$ cat src/rtl/uart_rx_if.sv
// Byte-stream side of the 8N1 receiver: serial line in, held byte plus status out.
// master is the receiver, slave is the consumer that drives the line and ready.
interface uart_rx_if;
  logic       rx;
  logic [7:0] rx_data;
  logic       rx_valid;
  logic       rx_ready;
  logic       frame_err;
  logic       overrun;
  logic       busy;

  modport master (
    input  rx, rx_ready,
    output rx_data, rx_valid, frame_err, overrun, busy
  );

  modport slave (
    output rx, rx_ready,
    input  rx_data, rx_valid, frame_err, overrun, busy
  );
endinterface

$ cat src/rtl/uart_rx.sv
// 8N1 UART receiver with mid-bit sampling and a one-deep valid/ready holding register.
// Synchronous active-high reset; every output is driven straight from a flop.
module uart_rx #(
  parameter int CLK_HZ = 25000000,
  parameter int BAUD   = 115200
) (
  input  logic     clk,
  input  logic     reset,
  uart_rx_if.master bus
);
  localparam int DIV = CLK_HZ / BAUD;
  localparam int CW  = $clog2(DIV);
  localparam logic [CW-1:0] CNT_LAST = CW'(DIV - 1);
  localparam logic [CW-1:0] CNT_HALF = CW'(DIV / 2 - 1);

  if (DIV < 4) begin : g_div_check
    $error("uart_rx: CLK_HZ/BAUD must be at least 4");
  end

  typedef enum logic [2:0] {
    IDLE      = 3'd0,
    START     = 3'd1,
    DATA      = 3'd2,
    STOP      = 3'd3,
    WAIT_IDLE = 3'd4
  } state_e;

  state_e          state_q;
  logic [CW-1:0]   cnt_q;
  logic [2:0]      bit_idx_q;
  logic [7:0]      shift_q;
  logic            rx_meta_q;
  logic            rxs_q;
  logic            load_q;
  logic [7:0]      data_q;
  logic            valid_q;
  logic            frame_err_q;
  logic            overrun_q;
  logic            busy_q;

  // Synchronizer, receive FSM and holding register in one clocked process.
  always_ff @(posedge clk) begin
    if (reset) begin
      state_q     <= IDLE;
      cnt_q       <= '0;
      bit_idx_q   <= 3'd0;
      shift_q     <= 8'h00;
      rx_meta_q   <= 1'b1;
      rxs_q       <= 1'b1;
      load_q      <= 1'b0;
      data_q      <= 8'h00;
      valid_q     <= 1'b0;
      frame_err_q <= 1'b0;
      overrun_q   <= 1'b0;
      busy_q      <= 1'b0;
    end else begin
      rx_meta_q   <= bus.rx;
      rxs_q       <= rx_meta_q;
      frame_err_q <= 1'b0;
      overrun_q   <= 1'b0;
      load_q      <= 1'b0;

      // A good stop bit is committed one cycle after its sample point.
      if (load_q) begin
        if (!valid_q || bus.rx_ready) begin
          data_q  <= shift_q;
          valid_q <= 1'b1;
        end else begin
          overrun_q <= 1'b1;
        end
      end else if (valid_q && bus.rx_ready) begin
        valid_q <= 1'b0;
      end else begin
        valid_q <= valid_q;
      end

      case (state_q)
        IDLE: begin
          if (!rxs_q) begin
            state_q <= START;
            cnt_q   <= '0;
            busy_q  <= 1'b1;
          end else begin
            busy_q  <= 1'b0;
          end
        end
        START: begin
          if (cnt_q == CNT_HALF) begin
            cnt_q <= '0;
            if (rxs_q) begin
              state_q <= IDLE;
              busy_q  <= 1'b0;
            end else begin
              state_q   <= DATA;
              bit_idx_q <= 3'd0;
            end
          end else begin
            cnt_q <= cnt_q + 1'b1;
          end
        end
        DATA: begin
          if (cnt_q == CNT_LAST) begin
            cnt_q     <= '0;
            shift_q   <= {rxs_q, shift_q[7:1]};
            bit_idx_q <= bit_idx_q + 3'd1;
            if (bit_idx_q == 3'd7) begin
              state_q <= STOP;
            end else begin
              state_q <= DATA;
            end
          end else begin
            cnt_q <= cnt_q + 1'b1;
          end
        end
        STOP: begin
          if (cnt_q == CNT_LAST) begin
            cnt_q <= '0;
            if (rxs_q) begin
              load_q  <= 1'b1;
              state_q <= IDLE;
              busy_q  <= 1'b0;
            end else begin
              frame_err_q <= 1'b1;
              state_q     <= WAIT_IDLE;
            end
          end else begin
            cnt_q <= cnt_q + 1'b1;
          end
        end
        // Line held low after a bad stop bit must not restart a frame.
        WAIT_IDLE: begin
          if (rxs_q) begin
            state_q <= IDLE;
            busy_q  <= 1'b0;
          end else begin
            state_q <= WAIT_IDLE;
          end
        end
        default: begin
          state_q <= IDLE;
          cnt_q   <= '0;
          busy_q  <= 1'b0;
        end
      endcase
    end
  end

  assign bus.rx_data   = data_q;
  assign bus.rx_valid  = valid_q;
  assign bus.frame_err = frame_err_q;
  assign bus.overrun   = overrun_q;
  assign bus.busy      = busy_q;

endmodule

$ cat src/flat_wrapper.sv
// flat-port wrapper written by rule: the top's interface ports become plain ports
module uart_rx_flat 
#(
  parameter int CLK_HZ = 25000000,
  parameter int BAUD   = 115200
)
  (clk, reset, bus_rx, bus_rx_ready, bus_rx_data, bus_rx_valid, bus_frame_err, bus_overrun, bus_busy);
  uart_rx_if bus_i ();
  input  logic clk;
  input  logic reset;
  input wire logic [$bits(bus_i.rx)-1:0] bus_rx;
  input wire logic [$bits(bus_i.rx_ready)-1:0] bus_rx_ready;
  output wire logic [$bits(bus_i.rx_data)-1:0] bus_rx_data;
  output wire logic [$bits(bus_i.rx_valid)-1:0] bus_rx_valid;
  output wire logic [$bits(bus_i.frame_err)-1:0] bus_frame_err;
  output wire logic [$bits(bus_i.overrun)-1:0] bus_overrun;
  output wire logic [$bits(bus_i.busy)-1:0] bus_busy;
  assign bus_i.rx = bus_rx;
  assign bus_i.rx_ready = bus_rx_ready;
  assign bus_rx_data = bus_i.rx_data;
  assign bus_rx_valid = bus_i.rx_valid;
  assign bus_frame_err = bus_i.frame_err;
  assign bus_overrun = bus_i.overrun;
  assign bus_busy = bus_i.busy;
  uart_rx #(.CLK_HZ(CLK_HZ), .BAUD(BAUD)) u_core (.clk(clk), .reset(reset), .bus(bus_i));
endmodule
$ cat config.mk
export PLATFORM = sky130hd
export DESIGN_NAME = uart_rx_flat
export DESIGN_NICKNAME = d
export VERILOG_FILES = /design/src/rtl/uart_rx_if.sv /design/src/rtl/uart_rx.sv /design/src/flat_wrapper.sv
export SDC_FILE = /design/constraint.sdc
export NUM_CORES = 1
export LEC_CHECK = 0
export BUFFER_PORTS_ARGS = -buffer_cell sky130_fd_sc_hd__buf_4
export CAP_MARGIN = 15
export CORE_MARGIN = 2
export CORE_UTILIZATION = 60
export CTS_CLUSTER_SIZE = 30
export DETAILED_ROUTE_END_ITERATION = 8
export HOLD_SLACK_MARGIN = 0.08
export PLACE_DENSITY = 0.81
export SLEW_MARGIN = 30
export SYNTH_ARGS = -nofsm -noshare
export SYNTH_HDL_FRONTEND = slang
export SYNTH_SLANG_ARGS = --single-unit
$ cat constraint.sdc
create_clock -name clk -period 2.6 [get_ports clk]
set_input_delay 0.39 -clock clk [delete_from_list [all_inputs] [get_ports clk]]
set_output_delay 0.39 -clock clk [all_outputs]
set_load 0.005 [all_outputs]
==> results of run 1 <==
## metrics by stage
stage / total power [mW] / area, sq um / setup slack [ps]
CTS: 0.907 / 1810 / 650
global route: 0.938 / 1810 / 533
floorplan: 0.616 / 1660 / 961
global placement: 0.624 / 1760 / 758
detailed placement: 0.626 / 1760 / 682
finish: 0.900 / 1810 / 639
## synthesized netlist by cell type, types with 2 or more instances
| cell | instances |
|---|---|
| buf_2 | 2 |
| nor2b_1 | 4 |
| o21ai_1 | 3 |
| a211oi_2 | 2 |
| o21a_1 | 2 |
| clkbuf_1 | 5 |
| mux2i_1 | 16 |
| buf_4 | 2 |
| nor4b_1 | 2 |
| ha_1 | 4 |
| nand3b_1 | 2 |
| and2_1 | 2 |
| dfxtp_1 | 37 |
| o21ai_0 | 2 |
| nand3_1 | 3 |
| or4_1 | 2 |
| nor3_1 | 4 |
| or2_2 | 3 |
| a31oi_1 | 2 |
| nor2_1 | 22 |
| inv_1 | 6 |
| a211o_1 | 2 |
| a21oi_1 | 13 |
| nand2_1 | 15 |
| o22ai_1 | 5 |
## worst max path at each step
stage	slack [ps]	to	start	cells past startpoint
4_1_cts	650	u_core.state_q[1]$_SDFFE_PP0P_	u_core.cnt_q[0]$_SDFFE_PP0P_	6
3_5_place_dp	680	u_core.state_q[1]$_SDFFE_PP0P_	u_core.cnt_q[1]$_SDFFE_PP0P_	6
5_1_grt	530	u_core.cnt_q[7]$_SDFFE_PP0P_	u_core.cnt_q[0]$_SDFFE_PP0P_	6
3_3_place_gp	760	u_core.state_q[1]$_SDFFE_PP0P_	u_core.cnt_q[0]$_SDFFE_PP0P_	6
6_report	640	u_core.state_q[1]$_SDFFE_PP0P_	u_core.cnt_q[0]$_SDFFE_PP0P_	6
2_1_floorplan	960	u_core.state_q[1]$_SDFFE_PP0P_	u_core.cnt_q[0]$_SDFFE_PP0P_	5
## critical path: stages, from the launching register on
cell and delay [ps]:
dfxtp_1 390, ha_1 230, nor4bb_4 370, a2111oi_2 120
buf_4 190, or4_1 420, a211oi_2 180
## state kept, by name, indices dropped and copies added (netlist names)
register              flops
u_core.bus.rx_data        8
u_core.bus.busy           1
u_core.rx_meta_q          1
u_core.bus.rx_valid       1
u_core.shift_q            8
u_core.bus.overrun        1
u_core.bus.frame_err      1
u_core.state_q            3
u_core.load_q             1
u_core.rxs_q              1
u_core.bit_idx_q          3
u_core.cnt_q              8
## cell families after synthesis
kind of cell	count (synthesis)	share of synthesized area, %
AO/OA/AOI/OAI	37	15.3
AND/OR/NAND/NOR	67	21.8
multiplexers	17	10.3
buffers and inverters	17	5.11
adder cells (fa/ha/maj)	4	3.01
flip-flops	37	44.5
## routing by layer
metal / track usage, % / up-vias / part of all wire (%)
met2: 33.7 / 17 / 48
li1: - / 657 / -
met4: 12.6 / 0 / 2.2
met3: 8.29 / 7 / 3.7
met5: 0 / - / 0
met1: 25.4 / 599 / 46
## where the power goes
group	switching [mW]	internal (mW)
Clock	0.179	0.108
Sequential	0.00399	0.570
Combinational	0.0254	0.0134
Total	0.208	0.692
## final cells by class
cell class / instances / share of cell area [%]
clock buffers: 8 / 2.70
flip-flops and latches: 37 / 40.9
inverters: 6 / 1.24
multi-input cells: 125 / 46.3
repair buffers: 16 / 6.64
well taps: 31 / 2.14
==> results_dict.tcl, run 1 <==
set metrics [dict create \
    status "finished clean" \
    fill_cells 222 \
    async_reset_ff_share_pct 0 \
    finalSetupTns_ps 0 \
    worstPathRequired_ps 2870 \
    reg2reg_slack_ps 640 \
    skew_ps 5.75 \
    avgSynthCellArea_sq_um 9.30 \
    crit_path_start_kind "flop" \
    cts_num_sinks 37 \
    grt_pass1_vias 1246 \
    cts_tree "built" \
    port_buffers 15 \
    routed_wl_microns 3070 \
    seqCellArea_sq_um 741 \
    numCtsBuffers 5 \
    die_height_microns 56.7 \
    dr.pass1.iters 4 \
    cts-resized-gates 0 \
    min_path_cells 2 \
    multi_input_area_sq_um 838 \
    slew_headroom_pct 47.5 \
    htreeDepth 2 \
    peakVddDrop_mv 0.447 \
    worstPathMaxFanout 11 \
    area_delta_synth_final_pct 8.72 \
    synth_edf_count 0 \
    syn_area_sq_mm 0.00166 \
    synth_top_area_cell "dfxtp_1" \
    dr.first_iter.drc_count 54 \
    yosys_most_used_dff "dfxtp_1" \
    dp_hpwl_microns 2040 \
    hold_viol 0 \
    cts_root_buf "clkbuf_4" \
    min_path_type "input pin to flop" \
    layout_min_cycle_time_ps 1960 \
    ys_warn_count 0 \
    drive_gt1_share_pct 17.2 \
    clockBufferDepth 2 \
    min_period_over_period_pct 75.4 \
    initial_core_util_pct 61.9 \
    die-area_sq_mm 0.00321 \
    final_cell_mix "dfxtp_1, nor2_1, mux2i_1, buf_4, nand2_1" \
    ctsHoldBuffers 0 \
    worstHoldEndpoint "u_core.rx_meta_q$_SDFF_PP1_" \
    nets 199 \
    routabilityCongestion 0.767 \
    p_leak_nw 0.700 \
    overflow 0 \
    antenna_found_initial 0 \
    antenna_cells 0 \
    hold_ws_ps 229 \
    ys_ff_latch 37 \
    max_freq_mhz 510 \
    synth_cell_type_count 42 \
    dpl.cell_count 215 \
    tightest_slew_ps 787 \
    postSynthCellCount 179 \
    pwr_density_cell_mw_per_mm2 497 \
    final_cells 223 \
    critPathKind "flop to flop" \
    synth_nets 187 \
    wl_per_cell_microns 13.7 \
    cp-end-kind "flop" \
    ant_nets 0 \
    rows 19 \
    worstRegToRegCells 6 \
    yosys-top-cells-area "dfxtp_1, mux2i_1, nor2_1, a21oi_1, nand2_1" \
    ios 16 \
    vias 1280 \
    min_from "bus_rx" \
    drv_cap 0 \
    layout_commonest_cell "dfxtp_1" \
    grt_util_all_layers_pct 21.7 \
    r2r_start "u_core.cnt_q[0]$_SDFFE_PP0P_" \
    setup_viol 0 \
    drc 0 \
    timing.rr.end "u_core.state_q[1]$_SDFFE_PP0P_" \
    cts_setup_buffers 0 \
    insertion_delay_ps 340 \
    via_per_inst 5.74 \
    arrival_ps 2230 \
    rsz0062_at_grt "no" \
    grt_max_degree 38 \
    core_area_sq_mm 0.00269 \
    postLayoutCoreUtil_pct 67.3 \
    yosysSeqAreaShare_pct 44.5 \
    path_clk_slew_ps 100 \
    drv_slew 0 \
    grt_pass1_wl_microns 5300 \
    synth_top_cell_area_share_pct 44.5 \
    die_w_microns 56.7 \
]
(Power assumes the default switching activity.)
==> run 2, diff against run 1 <==
--- a/config.mk
+++ b/config.mk
@@ -8,11 +8,11 @@
 export BUFFER_PORTS_ARGS = -buffer_cell sky130_fd_sc_hd__buf_4
 export CAP_MARGIN = 15
 export CORE_MARGIN = 2
-export CORE_UTILIZATION = 60
+export CORE_UTILIZATION = 57
 export CTS_CLUSTER_SIZE = 30
 export DETAILED_ROUTE_END_ITERATION = 8
 export HOLD_SLACK_MARGIN = 0.08
-export PLACE_DENSITY = 0.81
+export PLACE_DENSITY = 0.77
 export SLEW_MARGIN = 30
 export SYNTH_ARGS = -nofsm -noshare
 export SYNTH_HDL_FRONTEND = slang
==> constraint.sdc (replaced) <==
create_clock -name clk -period 1.9 [get_ports clk]
set_input_delay 0.285 -clock clk [delete_from_list [all_inputs] [get_ports clk]]
set_output_delay 0.285 -clock clk [all_outputs]
set_load 0.005 [all_outputs]
==> run 2 against run 1 <==
Net effect: register-to-register slack got worse by 500 ps; clock power increased by 100%; wire length about the same; die area increased by 4.9%; largest cell class unchanged.
==> results_dict.tcl, run 2 (synthesis gave the netlist of run 1 again) <==
set metrics [dict create \
    status "finished clean" \
    rsz0062_at_grt "no" \
    port_buffers 15 \
    final_cell_mix "dfxtp_1, nor2_1, buf_4" \
    cts_root_buf "clkbuf_4" \
    numCtsBuffers 5 \
    grt_max_degree 38 \
    wl_per_cell_microns 13.6 \
    arrival_ps 2030 \
    finalPower_mw 1.42 \
    cts_tree "built" \
    p_seq_share_pct 55.5 \
    max_freq_mhz 568 \
    overflow 0 \
    pwr_density_cell_mw_per_mm2 761 \
    min_period_over_period_pct 92.7 \
    switching_power_uw 301 \
    ctsHoldBuffers 0 \
    path_clk_slew_ps 120 \
    die_height_microns 58.0 \
    antenna_cells 0 \
    critPathKind "flop to flop" \
    rows 19 \
    max_stage_delay_ps 410 \
    dr.pass1.iters 4 \
    min_path_type "input pin to flop" \
    area_delta_synth_final_pct 11.8 \
    hold_ws_ps 126 \
    intPower_mw 1.11 \
    layout_min_cycle_time_ps 1760 \
    die-area_sq_mm 0.00337 \
    insertion_delay_ps 350 \
    dp_hpwl_microns 2090 \
    antenna_found_initial 0 \
    routed_wl_microns 3070 \
    fill_cells 220 \
    comb_power_share_pct 3.8 \
    setup_slack_ps 139 \
    peakVddDrop_mv 0.963 \
    ios 16 \
    routabilityCongestion 0.816 \
    drive_gt1_share_pct 19.1 \
    drv_slew 0 \
    p_leak_nw 0.730 \
    dr.first_iter.drc_count 31 \
    die_w_microns 58.0 \
    drv_cap 0 \
    nets 201 \
    swShare_pct 21.3 \
    slew_headroom_pct 63.4 \
    crit_path_top_delay_cell "dfxtp_1" \
    cp-end-kind "flop" \
    worstPathRequired_ps 2170 \
    core_area_sq_mm 0.00276 \
    crit_path_start_kind "flop" \
    grt_pass1_wl_microns 4940 \
    skew_ps 15.4 \
    ant_nets 0 \
    grt_util_all_layers_pct 19.5 \
    clockBufferDepth 2 \
    worstPathMaxFanout 4 \
    crit_chain "inv_1 -> ha_1 -> and4b_4 -> mux2_2 -> a211o_1 -> a311oi_2" \
    place_ws_ps 130 \
    clockPowerShare_pct 40.6 \
    cp_top_family "compound AO/OA/AOI/OAI gates" \
    crit_buf_inv 1 \
    grt_pass1_vias 1185 \
    layout_commonest_cell "dfxtp_1" \
    initial_core_util_pct 60.3 \
    hold_viol 0 \
    via_per_inst 5.75 \
    setup_viol 0 \
    drc 0 \
    tightest_slew_ps 550 \
    vias 1294 \
    cts_setup_buffers 0 \
    cts_num_sinks 37 \
    finalSetupTns_ps 0 \
    htreeDepth 2 \
    cts-resized-gates 0 \
]
-- run 2: changes by cell type in the layout (fill, tap and decap cells not counted) --
| cell | delta |
|---|---|
| buf_4 | +2 |
| bufinv_16 | +1 |
| clkbuf_1 | -2 |
| clkbuf_8 | +1 |
-- run 2: layer usage --
layer  wire length [microns]  share of wire [%]  global-route usage [%]
met1                    1410                 46                    22.3
met5                       0                  0                       0
met2                    1480                 48                    31.8
met4                      60                2.0                    11.6
met3                     109                3.6                    6.25
-- run 2: final timing paths --
path	startpoint	to	slack (ps)	cells after the start
worst min-delay path	bus_rx	u_core.rx_meta_q$_SDFF_PP1_	130	2
worst max-delay path	u_core.cnt_q[0]$_SDFFE_PP0P_	u_core.bus.busy$_SDFFE_PP0P_	140	6
worst max register to register	u_core.cnt_q[0]$_SDFFE_PP0P_	u_core.bus.busy$_SDFFE_PP0P_	140	6
worst min register to register	u_core.rx_meta_q$_SDFF_PP1_	u_core.rxs_q$_SDFF_PP1_	440	1
-- run 2: cell type report --
| class | count | area, sq um | area share [%] |
|---|---|---|---|
| multi-input combinational | 125 | 838 | 45.1 |
| sequential | 37 | 741 | 39.8 |
| timing repair buffer | 18 | 135 | 7.26 |
| clock buffer | 7 | 55.1 | 2.96 |
| tap | 31 | 38.8 | 2.08 |
| clock inverter | 1 | 30.0 | 1.61 |
| inverter | 6 | 22.5 | 1.21 |
-- run 2: worst register-to-register path, cell delays in order (launching register included) --
cell and delay (ps):
dfxtp_1 410, inv_1 90, ha_1 190, and4b_4 220
mux2_2 260, a211o_1 330, a311oi_2 190
-- run 2: power groups by stage --
stage	Combinational [mW]	Clock (mW)	Sequential (mW)
2_1_floorplan	0.0406	0	0.802
3_3_place_gp	0.0508	0	0.803
3_5_place_dp	0.0535	0	0.803
4_1_cts	0.0537	0.593	0.786
5_1_grt	0.0608	0.608	0.787
6_report	0.0539	0.575	0.786
-- run 2: stage by stage --
step,instances,util (%),instance area (sq um)
CTS,225,67.5,1860
floorplan,179,-,1660
finish,225,67.5,1860
global placement,217,64.4,1780
global route,225,67.5,1860
detailed placement,217,64.4,1780
==> run 3, diff against run 2 <==
--- a/config.mk
+++ b/config.mk
@@ -7,12 +7,14 @@
 export LEC_CHECK = 0
 export BUFFER_PORTS_ARGS = -buffer_cell sky130_fd_sc_hd__buf_4
 export CAP_MARGIN = 15
+export CELL_PAD_IN_SITES_DETAIL_PLACEMENT = 0
+export CELL_PAD_IN_SITES_GLOBAL_PLACEMENT = 1
 export CORE_MARGIN = 2
-export CORE_UTILIZATION = 57
+export CORE_UTILIZATION = 44
 export CTS_CLUSTER_SIZE = 30
 export DETAILED_ROUTE_END_ITERATION = 8
 export HOLD_SLACK_MARGIN = 0.08
-export PLACE_DENSITY = 0.77
+export PLACE_DENSITY_LB_ADDON = 0.1
 export SLEW_MARGIN = 30
 export SYNTH_ARGS = -nofsm -noshare
 export SYNTH_HDL_FRONTEND = slang
==> run 3 against run 2 <==
Net effect: wire length increased by 0.13%; clock skew decreased by 11 ps; utilization decreased by 16 points; die area increased by 27%; critical endpoint is now u_core.state_q[1]$_SDFFE_PP0P_; non-clock buffer count unchanged; critical path depth decreased by 1.
==> results_dict.tcl, run 3 (synthesis gave the netlist of run 1 again) <==
set metrics [dict create \
    via_per_inst 5.25 \
    min_period_over_period_pct 91.7 \
    hold_ws_ps 188 \
    layout_min_cycle_time_ps 1740 \
    worstHoldEndpoint "u_core.rx_meta_q$_SDFF_PP1_" \
    slew_headroom_pct 63.8 \
    cts_num_sinks 37 \
    clockBufferDepth 2 \
    rsz0062_at_grt "no" \
    arrival_ps 1950 \
    nets 201 \
    status "finished clean" \
    peakVddDrop_mv 0.514 \
    finalInstanceArea_sq_mm 0.00190 \
    pwr_density_cell_mw_per_mm2 728 \
    drv_slew 0 \
    path_clk_slew_ps 70 \
    antenna_found_initial 0 \
    tightest_slew_ps 543 \
    cp-end-kind "flop" \
    grt_pass1_wl_microns 5450 \
    grt_util_all_layers_pct 16.4 \
    dp_hpwl_microns 2150 \
    grt_max_degree 38 \
    routed_wl_microns 3070 \
    p_leak_nw 0.730 \
    htreeDepth 2 \
    insertion_delay_ps 280 \
    setup_viol 0 \
    dpl_cell_area_sq_mm 0.00181 \
    hold_viol 0 \
    die_height_microns 65.5 \
    finalPower_mw 1.38 \
    overflow 0 \
    routabilityCongestion 0.869 \
    vias 1265 \
    initial_core_util_pct 45.5 \
    cts-resized-gates 0 \
    wl_per_cell_microns 12.7 \
    worstPathMaxFanout 4 \
    cts_tree "built" \
    drc 0 \
    die-area_sq_mm 0.00429 \
    timing.rr.end "u_core.state_q[1]$_SDFFE_PP0P_" \
    dr.first_iter.drc_count 78 \
    skew_ps 4.30 \
    min_path_cells 2 \
    critPathKind "flop to flop" \
    die_w_microns 65.5 \
    drv_cap 0 \
    max_freq_mhz 574 \
    min_from "bus_rx" \
    port_buffers 15 \
    core_area_sq_mm 0.00366 \
    ant_nets 0 \
    finalSetupTns_ps 0 \
    worstPathRequired_ps 2110 \
    antenna_cells 0 \
    cts_root_buf "clkbuf_8" \
    dpl.cell_count 234 \
    layout_commonest_cell "dfxtp_1" \
    reg2reg_slack_ps 160 \
    place_ws_ps 168 \
    drive_gt1_share_pct 19.2 \
    setup_slack_ps 157 \
    dr.pass1.iters 4 \
    final_cells 241 \
    crit_path_start_kind "flop" \
    r2r_start "u_core.cnt_q[1]$_SDFFE_PP0P_" \
    final_cell_mix "dfxtp_1, nor2_1, buf_4" \
    rows 22 \
    grt_pass1_vias 1224 \
    numCtsBuffers 5 \
    min_path_type "input pin to flop" \
    postLayoutCoreUtil_pct 51.9 \
    ios 16 \
    ctsHoldBuffers 0 \
    area_delta_synth_final_pct 14.1 \
    worstRegToRegCells 5 \
    cts_setup_buffers 0 \
]
[run 3: how the worst max path moves through the flow]
| stage | start | endpoint | slack (ps) | cells past startpoint |
|---|---|---|---|---|
| global route | u_core.cnt_q[0]$_SDFFE_PP0P_ | u_core.state_q[1]$_SDFFE_PP0P_ | 20 | 5 |
| global placement | u_core.cnt_q[0]$_SDFFE_PP0P_ | u_core.state_q[1]$_SDFFE_PP0P_ | 200 | 5 |
| CTS | u_core.cnt_q[0]$_SDFFE_PP0P_ | u_core.bus.busy$_SDFFE_PP0P_ | 160 | 6 |
| finish | u_core.cnt_q[1]$_SDFFE_PP0P_ | u_core.state_q[1]$_SDFFE_PP0P_ | 160 | 5 |
| floorplan | u_core.cnt_q[0]$_SDFFE_PP0P_ | u_core.state_q[1]$_SDFFE_PP0P_ | 260 | 5 |
| detailed placement | u_core.cnt_q[0]$_SDFFE_PP0P_ | u_core.state_q[1]$_SDFFE_PP0P_ | 170 | 5 |
[run 3: final cells by class]
type / count / area, sq um
fillers: 370 / 1760
well taps: 48 / 60.1
multi-input cells: 125 / 838
inverters: 6 / 22.5
clock inverters: 1 / 7.51
clock buffers: 6 / 82.6
repair buffers: 18 / 148
flip-flops and latches: 37 / 741
[run 3: per-layer routing]
layer  vias up  GRT usage [%]  routed length, microns  part of all wire (%)
met5         -              0                       0                     0
met4         0           4.69                      13                  0.42
met3         2           4.62                     116                   3.8
met2        17           27.7                    1480                    48
met1       590           20.3                    1460                    47
li1        656              -                       -                     -
[run 3: report_power, final]
group	switching, mW	total (mW)	internal, mW
logic	0.0344	0.0530	0.0186
registers	0.00514	0.786	0.781
clock network	0.258	0.545	0.286
total	0.298	1.38	1.09
[run 3: critical path, cell delays in order (launching register included)]
cell       delay, ps
dfxtp_1          370
ha_1             220
nor4bb_4         360
a2111oi_2        120
or4_1            420
a211oi_2         170
